<file path="src/rtl/config_reg_map.sv">
// Run-time configuration register file for the radar chirp generator, FMC150 and packet path.
// Masked single-word writes with a registered one-cycle valid/error response.
module config_reg_map #(
   parameter logic [31:0] PRF_INT_RST         = 32'd1,
   parameter logic [31:0] PRF_FRAC_RST        = 32'd0,
   parameter logic [31:0] TUNING_COEF_RST     = 32'd1,
   parameter logic [31:0] COUNTER_MAX_RST     = 32'h00000FFF,
   parameter logic [31:0] FREQ_OFFSET_RST     = 32'd0,
   parameter logic [31:0] ADC_SAMPLE_TIME_RST = 32'd256
) (
   input  logic        clk,
   input  logic        rst,
   input  logic        wr_cmd,
   input  logic [7:0]  wr_addr,
   input  logic [31:0] wr_data,
   input  logic [31:0] wr_keep,
   output logic        wr_valid,
   output logic        wr_ready,
   output logic [1:0]  wr_err,
   output logic [31:0] ch_prf_int,
   output logic [31:0] ch_prf_frac,
   output logic [31:0] ch_tuning_coef,
   output logic [31:0] ch_counter_max,
   output logic [31:0] ch_freq_offset,
   output logic [31:0] adc_sample_time,
   output logic        ddc_duc_bypass,
   output logic        digital_mode,
   output logic        adc_out_dac_in,
   output logic        external_clock,
   output logic        gen_adc_test_pattern,
   output logic        enable_adc_pkt,
   output logic        gen_tx_data,
   output logic        chk_tx_data,
   output logic [1:0]  mac_speed
);

   localparam logic [1:0] ERR_NONE     = 2'b00;
   localparam logic [1:0] ERR_CONTIG   = 2'b01;
   localparam logic [1:0] ERR_LSB      = 2'b10;
   localparam logic [1:0] ERR_UNMAPPED = 2'b11;

   localparam logic [4:0] MODE_RST = 5'b00000;
   localparam logic [4:0] CTRL_RST = 5'b10001;

   // Handshake: a command is taken on a posedge with wr_cmd & wr_ready & !rst.
   // The following cycle carries exactly one response (wr_valid or nonzero
   // wr_err) with wr_ready low; commands offered while wr_ready is low are dropped.
   logic        accept;
   logic [1:0]  err_code;
   logic [31:0] keep_inc;

   logic [4:0]  mode_q;
   logic [4:0]  ctrl_q;

   assign accept   = wr_cmd && wr_ready && !rst;
   assign keep_inc = wr_keep + 32'd1;

   always_comb begin
      err_code = ERR_NONE;
      if (wr_addr > 8'h07)
         err_code = ERR_UNMAPPED;
      else if (!wr_keep[0])
         err_code = ERR_LSB;
      else if ((wr_keep & keep_inc) != 32'd0)
         err_code = ERR_CONTIG;
   end

   function automatic logic [31:0] merge32(input logic [31:0] old_v,
                                           input logic [31:0] new_v,
                                           input logic [31:0] keep);
      return (old_v & ~keep) | (new_v & keep);
   endfunction

   function automatic logic [4:0] merge5(input logic [4:0] old_v,
                                         input logic [31:0] new_v,
                                         input logic [31:0] keep);
      return (old_v & ~keep[4:0]) | (new_v[4:0] & keep[4:0]);
   endfunction

   always_ff @(posedge clk) begin
      if (rst) begin
         wr_valid <= 1'b0;
         wr_err   <= ERR_NONE;
         wr_ready <= 1'b1;
      end else begin
         wr_valid <= accept && (err_code == ERR_NONE);
         wr_err   <= accept ? err_code : ERR_NONE;
         wr_ready <= !accept;
      end
   end

   always_ff @(posedge clk) begin
      if (rst) begin
         ch_prf_int      <= PRF_INT_RST;
         ch_prf_frac     <= PRF_FRAC_RST;
         ch_tuning_coef  <= TUNING_COEF_RST;
         ch_counter_max  <= COUNTER_MAX_RST;
         ch_freq_offset  <= FREQ_OFFSET_RST;
         adc_sample_time <= ADC_SAMPLE_TIME_RST;
         mode_q          <= MODE_RST;
         ctrl_q          <= CTRL_RST;
      end else if (accept && (err_code == ERR_NONE)) begin
         case (wr_addr[2:0])
            3'd0: ch_prf_int      <= merge32(ch_prf_int, wr_data, wr_keep);
            3'd1: ch_prf_frac     <= merge32(ch_prf_frac, wr_data, wr_keep);
            3'd2: ch_tuning_coef  <= merge32(ch_tuning_coef, wr_data, wr_keep);
            3'd3: ch_counter_max  <= merge32(ch_counter_max, wr_data, wr_keep);
            3'd4: ch_freq_offset  <= merge32(ch_freq_offset, wr_data, wr_keep);
            3'd5: adc_sample_time <= merge32(adc_sample_time, wr_data, wr_keep);
            3'd6: mode_q          <= merge5(mode_q, wr_data, wr_keep);
            default: ctrl_q       <= merge5(ctrl_q, wr_data, wr_keep);
         endcase
      end
   end

   assign ddc_duc_bypass       = mode_q[0];
   assign digital_mode         = mode_q[1];
   assign adc_out_dac_in       = mode_q[2];
   assign external_clock       = mode_q[3];
   assign gen_adc_test_pattern = mode_q[4];

   assign enable_adc_pkt = ctrl_q[0];
   assign gen_tx_data    = ctrl_q[1];
   assign chk_tx_data    = ctrl_q[2];
   assign mac_speed      = ctrl_q[4:3];

endmodule

</file>
<file path="config.mk">
export PLATFORM = sky130hd
export DESIGN_NAME = config_reg_map
export DESIGN_NICKNAME = d
export VERILOG_FILES = /design/src/rtl/config_reg_map.sv
export SDC_FILE = /design/constraint.sdc
export NUM_CORES = 1
export LEC_CHECK = 0
export CAP_MARGIN = 20
export CORE_ASPECT_RATIO = 2
export CORE_MARGIN = 2
export CORE_UTILIZATION = 51
export DETAILED_ROUTE_END_ITERATION = 12
export PLACE_DENSITY_LB_ADDON = 0.1
export SLEW_MARGIN = 10
export SYNTH_ARGS = -nofsm -noshare
export SYNTH_HDL_FRONTEND = slang
export SYNTH_SLANG_ARGS = --single-unit
</file>
<file path="constraint.sdc">
create_clock -name clk -period 6.7 [get_ports clk]
set_input_delay 1.34 -clock clk [delete_from_list [all_inputs] [get_ports clk]]
set_output_delay 1.34 -clock clk [all_outputs]
set_load 0.005 [all_outputs]
</file>
==> out/summary.log <==
qor: status.status complete, no violations
qor: die.die-area 19,900 um^2
qor: routing.finalWirelength 28,500 um
qor: global_route.grt_first_pass_wirelength 44,800 um
qor: worst_setup_path.setup.worst_path.start_class primary input
qor: clock_network.clk_root_buffer_cell sky130_fd_sc_hd__clkbuf_16
qor: global_route.grt.total_usage 0.282
qor: power_and_ir_drop.power_per_cell_area 190 nW/um^2
qor: clock_network.cts.clk_slew.worst_paths 60 ps
qor: die.std_cell_rows 70
qor: global_route.grt_pass1_vias 8,371
qor: timing.period_share 0.659
qor: yosys.synthTopCellsByArea sky130_fd_sc_hd__dfxtp_1 (43%), sky130_fd_sc_hd__mux2i_1 (20%), sky130_fd_sc_hd__nand2b_1 (14%)
qor: global_route.grt_overflow 0
qor: routing.route.detailed.wl_per_inst 19.1 um
qor: routing.route.vias.total 8,357
qor: die.die_w 101 um
qor: die.initial_core_util 0.521
qor: routing.drt_drc_violations_left 0
qor: timing.fin_tns_setup 0 ps
qor: place.port-buffer-count 280
qor: worst_setup_path.crit_path_max_fanout 48
qor: place.gpl.final_weighted_congestion 0.858
qor: routing.detailedRoute.firstPassIterationCount 5
qor: place.post_dp_cell_area 12,400 um^2
qor: timing.layout_min_cycle_time 4420 ps
qor: layout.layout.cell_area.non_filler 13,000 um^2
qor: layout.drive_gt1_frac 0.0369
qor: die.core 18,300 um^2
qor: yosys.synth_top_cell_by_area sky130_fd_sc_hd__dfxtp_1
qor: clock_network.worstSkewPairLatency 490 ps
qor: layout.nets 1,340
qor: clock_network.clkSinkCount 206
qor: yosys.synth-seq-area-share 0.432
qor: worst_setup_path.critPathArrivalTime 4770 ps
qor: routing.drtAntennaViolNets 0
qor: power_and_ir_drop.power.static_leakage 5.53 nW
qor: routing.route.detailed.vias_per_inst 5.61
qor: yosys.dominantRegCellSynth sky130_fd_sc_hd__dfxtp_1
qor: timing.max_slew.worst_pin.slew 994 ps
qor: clock_network.cts_buffers 19
qor: clock_network.cts_setup_buffers 0
qor: worst_setup_path.r2r.worst_path.cells 8
qor: worst_hold_path.min_path_cells 2
qor: worst_hold_path.min_path_type reg2reg
qor: global_route.number_of_antenna_violations_at_the_first_check_in_global_routing 0
qor: yosys.synth.top_cell.area_share 0.432
qor: timing.slew-limit-headroom 0.336
qor: layout.fin_util 0.710
qor: timing.report.final.hold_viol_count 0
qor: die.die_height 197 um
qor: yosys.syn_area_per_cell 9.29 um^2
qor: layout.area_growth_syn_to_layout 36.2%
qor: timing.achievable-frequency 226 MHz
qor: place.place_inst 1,459
qor: timing.setup_repair_after_global_routing_missed_its_margin no
qor: yosys.synth.net_count 1,102
qor: clock_network.cts.htree.levels 1
qor: yosys.yosysWarnings 0
qor: flow_run.max-cap-violations 0
qor: layout.antenna_cells 0
qor: yosys.synth-edff-count 0
qor: yosys.asyncSetResetFlopFracSynth 0
qor: power_and_ir_drop.vdd.ir_drop.worst 0.000201 V
qor: worst_setup_path.worst_ep_required_time 7060 ps
qor: timing.post_route_clock_skew 15.7 ps
qor: clock_network.post_cts_resized 0
qor: yosys.ys_ff_latch 206
qor: routing.initialDrtViolationCount 339
qor: yosys.syn-instance-count 1,027
qor: clock_network.cts_max_path_buffers 3
qor: clock_network.hold_buffers 0
qor: timing.slew_viol_final 0
qor: layout.fin_cells 1,490
qor: yosys.syn-cell-area 9540 um^2
qor: worst_setup_path.setup.worst_path.class in2reg
qor: die.pin_count 281
qor: yosys.ys_types 40
qor: worst_setup_path.type_of_destination_of_the_critical_path register
qor: place.post-dp-hpwl 19,700 um
qor: timing.report.final.setup_viol 0
qor: global_route.pin_count_of_the_biggest_net_entering_global_routing 108
qor: clock_network.clock_tree_from_tritoncts yes
cell usage in the layout (no fill, tap or decap), types with 3 or more instances in the layout:
cell                              count
sky130_fd_sc_hd__nand4_1             16
sky130_fd_sc_hd__nand2_1             69
sky130_fd_sc_hd__dfxtp_1            206
sky130_fd_sc_hd__nor2b_1             26
sky130_fd_sc_hd__a21oi_1              3
sky130_fd_sc_hd__a311oi_1            12
sky130_fd_sc_hd__and3_1               3
sky130_fd_sc_hd__o21ai_0              5
sky130_fd_sc_hd__nand3_1            118
sky130_fd_sc_hd__buf_4               11
sky130_fd_sc_hd__a31oi_1              3
sky130_fd_sc_hd__nor2_1              30
sky130_fd_sc_hd__a41oi_1             14
sky130_fd_sc_hd__or4_1                3
sky130_fd_sc_hd__clkdlybuf4s50_1    278
sky130_fd_sc_hd__mux2i_1            190
sky130_fd_sc_hd__and4_1               3
sky130_fd_sc_hd__clkbuf_8             3
sky130_fd_sc_hd__clkbuf_16           19
sky130_fd_sc_hd__inv_1                8
sky130_fd_sc_hd__nand2b_1           220
sky130_fd_sc_hd__clkbuf_1             5
routing by layer:
layer	share of wire	global-route usage	vias up
met5	0	0	-
met4	0.040	0.114	0
met3	0.062	0.0541	62
met2	0.53	0.516	284
met1	0.37	0.312	4022
li1	-	-	3989
layout make-up:
type	count	area (um^2)
timing repair buffer	290	2890
multi-input combinational	739	5090
inverter	9	33.8
clock buffer	27	536
fill	1508	5320
clock inverter	3	43.8
tap	216	270
sequential	206	4120
Yosys cell counts, types with 3 or more instances:
library cell,n
sky130_fd_sc_hd__nor2b_1,27
sky130_fd_sc_hd__buf_4,5
sky130_fd_sc_hd__and4_1,3
sky130_fd_sc_hd__mux2i_1,190
sky130_fd_sc_hd__a31oi_1,3
sky130_fd_sc_hd__clkbuf_1,38
sky130_fd_sc_hd__a41oi_1,14
sky130_fd_sc_hd__o21ai_0,5
sky130_fd_sc_hd__dfxtp_1,206
sky130_fd_sc_hd__or4_1,3
sky130_fd_sc_hd__buf_1,12
sky130_fd_sc_hd__and3_1,3
sky130_fd_sc_hd__nor2_1,30
sky130_fd_sc_hd__inv_1,8
sky130_fd_sc_hd__nand2b_1,220
sky130_fd_sc_hd__nand3_1,118
sky130_fd_sc_hd__a311oi_1,12
sky130_fd_sc_hd__nand4_1,16
sky130_fd_sc_hd__buf_2,18
sky130_fd_sc_hd__a21oi_1,3
sky130_fd_sc_hd__nand2_1,69
worst max-delay path: stages:
cell                              delay (ps)
sky130_fd_sc_hd__clkdlybuf4s50_1         700
sky130_fd_sc_hd__nand4_1                 230
sky130_fd_sc_hd__or4_1                   630
sky130_fd_sc_hd__o41ai_2                 230
sky130_fd_sc_hd__nand4_1                 320
sky130_fd_sc_hd__nor4_2                  360
sky130_fd_sc_hd__buf_4                   550
sky130_fd_sc_hd__nand3_1                 200
sky130_fd_sc_hd__mux2i_1                 170
worst paths after layout:
check	start	to	slack, ps
max reg2reg	wr_ready	register	3940
max	wr_keep[3]	register	2280
min	register	register	470
min reg2reg	register	register	470
metrics by stage:
| stage | power [mW] | hold slack [ps] | setup slack, ps |
|---|---|---|---|
| floorplan | 1.35 | 457 | 3000 |
| global placement | 1.44 | 460 | 1990 |
| detailed placement | 1.44 | 464 | 1870 |
| CTS | 2.48 | 476 | 2350 |
| global route | 2.53 | 492 | 2160 |
| finish | 2.47 | 472 | 2280 |
logic make-up (layout without fill, tap and decap cells):
| logic type | Yosys count | after routing | synth area share |
|---|---|---|---|
| and+or+nand+nor | 503 | 503 | 0.293 |
| buffers and inverters | 82 | 329 | 0.0366 |
| DFF | 206 | 206 | 0.432 |
| muxes | 190 | 190 | 0.199 |
| AOI/OAI and AO/OA | 46 | 46 | 0.0387 |
power breakdown:
| group | total, mW | switching [mW] | internal (mW) |
|---|---|---|---|
| sequential | 1.23 | 0.000296 | 1.22 |
| clock | 1.06 | 0.464 | 0.593 |
| combinational | 0.185 | 0.106 | 0.0790 |
| total | 2.47 | 0.571 | 1.90 |
(Power assumes the default switching activity.)
